## config.mk

```make
export PLATFORM = sky130hd
export DESIGN_NAME = pc_branch_unit
export DESIGN_NICKNAME = d
export VERILOG_FILES = /design/src/rtl/pc_branch_unit.sv
export SDC_FILE = /design/constraint.sdc
export NUM_CORES = 1
export LEC_CHECK = 0
export CAP_MARGIN = 20
export CORE_MARGIN = 8
export CORE_UTILIZATION = 63
export DETAILED_ROUTE_END_ITERATION = 16
export DONT_BUFFER_PORTS = 1
export PLACE_DENSITY = 0.79
export SYNTH_ARGS = -nofsm -noshare
export SYNTH_HDL_FRONTEND = slang
export SYNTH_SLANG_ARGS = --single-unit
export TNS_END_PERCENT = 20
```

## constraint.sdc

```tcl
create_clock -name clk -period 2.7 [get_ports clk]
set_input_delay 0.27 -clock clk [delete_from_list [all_inputs] [get_ports clk]]
set_output_delay 0.27 -clock clk [all_outputs]
set_load 0.01 [all_outputs]
```

## src/rtl/pc_branch_unit.sv

```systemverilog
// Program counter with jump, flag branch, call/return stack and halt/fault states.
// Latency: one edge from sampled en to pc/depth/state; flush is registered.
// Backpressure: none; en=0 holds every register, HALT/FAULT ignore en until reset.
module pc_branch_unit #(
    parameter int PC_W  = 8,
    parameter int DEPTH = 4
) (
    input  logic                       clk,
    input  logic                       reset,
    input  logic                       en,
    input  logic [4:0]                 op,
    input  logic [2:0]                 sel,
    input  logic                       pol,
    input  logic [PC_W-1:0]            target,
    input  logic [7:0]                 flags,
    output logic [PC_W-1:0]            pc,
    output logic                       flush,
    output logic                       halted,
    output logic                       fault,
    output logic [$clog2(DEPTH):0]     depth
);

    localparam int DW = $clog2(DEPTH) + 1;
    localparam int AW = (DEPTH > 1) ? $clog2(DEPTH) : 1;

    localparam logic [4:0] OP_JMP  = 5'h1B;
    localparam logic [4:0] OP_BRF  = 5'h1C;
    localparam logic [4:0] OP_CALL = 5'h1D;
    localparam logic [4:0] OP_RET  = 5'h1E;
    localparam logic [4:0] OP_HLT  = 5'h1F;

    typedef enum logic [1:0] {
        RUN   = 2'd0,
        HALT  = 2'd1,
        FAULT = 2'd2
    } state_t;

    state_t             state;
    logic [PC_W-1:0]    stack [DEPTH];
    logic [PC_W-1:0]    pc_inc;
    logic [DW-1:0]      depth_m1;
    logic               full;
    logic               empty;
    logic               active;
    logic               brf_taken;
    logic               do_push;

    assign pc_inc    = pc + 1'b1;
    assign depth_m1  = depth - 1'b1;
    assign full      = (depth == DW'(DEPTH));
    assign empty     = (depth == '0);
    assign active    = (state == RUN) && en;
    assign brf_taken = (flags[sel] == pol);
    assign do_push   = active && (op == OP_CALL) && !full;

    assign halted = (state == HALT);
    assign fault  = (state == FAULT);

    // Storage is never cleared; entries above depth are unreachable.
    always_ff @(posedge clk) begin
        if (!reset && do_push) begin
            stack[depth[AW-1:0]] <= pc_inc;
        end
    end

    always_ff @(posedge clk) begin
        if (reset) begin
            pc    <= '0;
            depth <= '0;
            state <= RUN;
            flush <= 1'b0;
        end else begin
            flush <= 1'b0;
            if (active) begin
                case (op)
                    OP_JMP: begin
                        pc    <= target;
                        flush <= 1'b1;
                    end
                    OP_BRF: begin
                        pc    <= brf_taken ? target : pc_inc;
                        flush <= brf_taken;
                    end
                    OP_CALL: begin
                        if (full) begin
                            state <= FAULT;
                        end else begin
                            pc    <= target;
                            depth <= depth + 1'b1;
                            flush <= 1'b1;
                        end
                    end
                    OP_RET: begin
                        if (empty) begin
                            state <= FAULT;
                        end else begin
                            pc    <= stack[depth_m1[AW-1:0]];
                            depth <= depth_m1;
                            flush <= 1'b1;
                        end
                    end
                    OP_HLT: state <= HALT;
                    default: pc <= pc_inc;
                endcase
            end
        end
    end

endmodule

```

==> results.md <==
- Final slew viol count: 0
- Routed len/inst: 21.4 µm
- Final Total Pwr: 1.37 mW
- GR met3 Demand/Resource: 7.45%
- R2R Path Start: depth[1]
- Startpoint types: register
- IO Count: 42
- WP data arrival: 2.32 ns
- Via/cell ratio: 6.90
- Core area: 3910 µm²
- Placement Setup Slack: 0.381 ns
- CP startpoint: depth[1]
- Met2 Track Usage GR: 29.9%
- MaxCap Viol Count: 0
- Hold_buf cts: 0
- Post-CTS Resized: 0
- Min-Delay Path Class: in -> reg
- GR Layer Usage met1: 22.5%
- Hold path start: reset
- CTS tree: built
- # rows: 23
- Initial antenna violation count: 0
- Seq cells post-synth: 46
- CTS H-Tree Depth: 2
- Worst-path clk slew: 0.10 ns
- Asr flop ratio synth: 0%
- Pwr/cell area: 513 nW/µm²
- Worst Max-Slew Pin Slew: 0.633 ns
- DP Cell Count: 266
- Hold Slack: 0.0226 ns
- Final wirelength: 5900 µm
- Die Span X: 79.2 µm
- Router iterations before antenna repair: 5
- Mapped Area: 2510 µm²
- Vias in the first global route: 1803
- Antenna Nets Post-Route: 0
- Synthesis warning total: 0
- Most used flip-flop cell after synthesis: edfxtp_1
- Static leakage: 0.945 nW
- Max Fclk: 426 MHz
- Final Cycle Share: 87.0%
- # Post-CTS Setup Buffers: 0
- Clock buffer count from CTS: 5
- RSZ-0062 raised after global routing: no
- Final WS setup: 0.352 ns
- GR Util All Layers: 19.1%
- Register area share after synthesis: 49.4%
- Status: complete, no violations
- Post-Syn Nets: 253
- Non-filler cells, final: 275
- Full die area: 6270 µm²
- First DRT Iteration DRCs: 298
- Largest net degree at the start of global routing: 18
- First-pass GRT wire length: 9300 µm
- Root Buffer: clkbuf_8
- Mean post-synth cell area: 11.5 µm²
- Share of layout cells above drive strength 1: 14.7%
- Share of the synthesized area in the top cell type: 38.2%
- DRC: 0
- Final TNS setup: 0 ns
- Max-slew headroom: 57.6%
- Worst path required time: 2.67 ns
- Largest area contributor in the netlist: edfxtp_1
- Sink Count: 46
- Final setup fails: 0
- Synth cell types: 52
- Worst Setup End Kind: register
- Initial core utilization: 64.2%
- Worst-Skew Late Latency: 0.30 ns
- GPL Wtd Cong: 0.870
- CTS Buffer Depth: 2
- Worst-path fanout max: 8
- Worst vdd ir: 0.455 mV
- Number of port buffers: 0
- Top cells by area, synth: edfxtp_1 (38%), dfxtp_1 (11%), mux4_2 (7.2%)
- Via count: 1897
- Final HPWL DP: 4520 µm
- Final net count: 257
- Min Clock Period, post-route: 2.35 ns
- Fin. Hold Viols: 0
- EDFF count, synth: 32
- Final setup skew: 0.00605 ns
- Die Ht: 79.2 µm
- Mapped Cells: 219
- Area Overhead vs Synth: 6.07%
- GRT overflow: 0
- Kind of critical path: reg -> reg
- GRT busiest layer: met2
state kept, by name, summed over array words and instances (netlist names):
name	cells
depth	3
state	2
stack	32
pc	8
flush	1
cells in the mapped netlist, types with 3 or more instances:
cell and instances:
nand3_1 11, nor3_1 9, mux4_2 8, a21o_1 3, nor2_1 14, o22ai_1 4, o21ai_0 9, and2_1 5
dfxtp_1 14, ha_1 6, nand2_1 10, edfxtp_1 32, a221oi_1 5, buf_2 4, a21oi_1 16, inv_1 8
xnor2_1 6, nand2b_1 5, mux2i_1 5
per-stage QoR:
step	util [%]	area [µm²]
CTS	68.1	2660
floorplan	-	2510
finish	68.1	2670
detailed placement	65.6	2570
global route	68.1	2660
global placement	65.6	2570
area by class of cell:
class / count / area (µm²)
tap: 50 / 62.6
inverter: 8 / 30.0
multi-input combinational: 158 / 1200
clock inverter: 3 / 27.5
clock buffer: 5 / 68.8
fill: 297 / 1250
antenna: 1 / 2.50
timing repair buffer: 4 / 30.0
sequential: 46 / 1240
cell usage in the layout (no fill, tap or decap), drive strengths merged, types with 4 or more instances in the layout:
cell,count
xnor2,6
mux4,8
nand2,10
ha,6
nor3,9
and2,5
mux2i,5
edfxtp,32
inv,10
a221oi,6
nand2b,5
a21oi,17
buf,4
nand3,11
a21o,4
dfxtp,14
o22ai,4
o21ai,10
clkbuf,5
nor2,16
per-layer routing:
layer	up-vias	routed length [µm]
met5	-	0
met4	0	156
met3	23	619
met2	122	2790
met1	900	2330
li1	852	-
report_power, final:
part | switching, mW | leakage (nW) | internal, mW
registers | 0.0156 | 0.422 | 0.762
logic | 0.0820 | 0.476 | 0.0586
clock network | 0.259 | 0.0467 | 0.192
logic make-up after synthesis:
kind of cell | after synthesis | synth area share [%]
simple gates | 68 | 14.1
compound gates | 62 | 18.2
flops | 46 | 49.4
buf+inv | 15 | 2.74
mux | 14 | 9.76
xor+xnor | 8 | 2.79
fa+ha+maj | 6 | 2.99
worst max-delay path, stage by stage (launching register included):
cell and delay (ns):
dfxtp_1 0.47, inv_1 0.13, ha_1 0.24, a21o_1 0.23
nor4b_1 0.50, and2_1 0.45
final timing paths:
kind / to / slack, ns / cells past startpoint
hold / removal: pc[1] / 0.02 / 1
setup reg to reg: stack[3][2] / 0.35 / 5
hold reg to reg: state[0] / 0.54 / 2
setup / recovery: stack[3][2] / 0.35 / 5
Note: power is estimated with default switching activity, not from simulation.
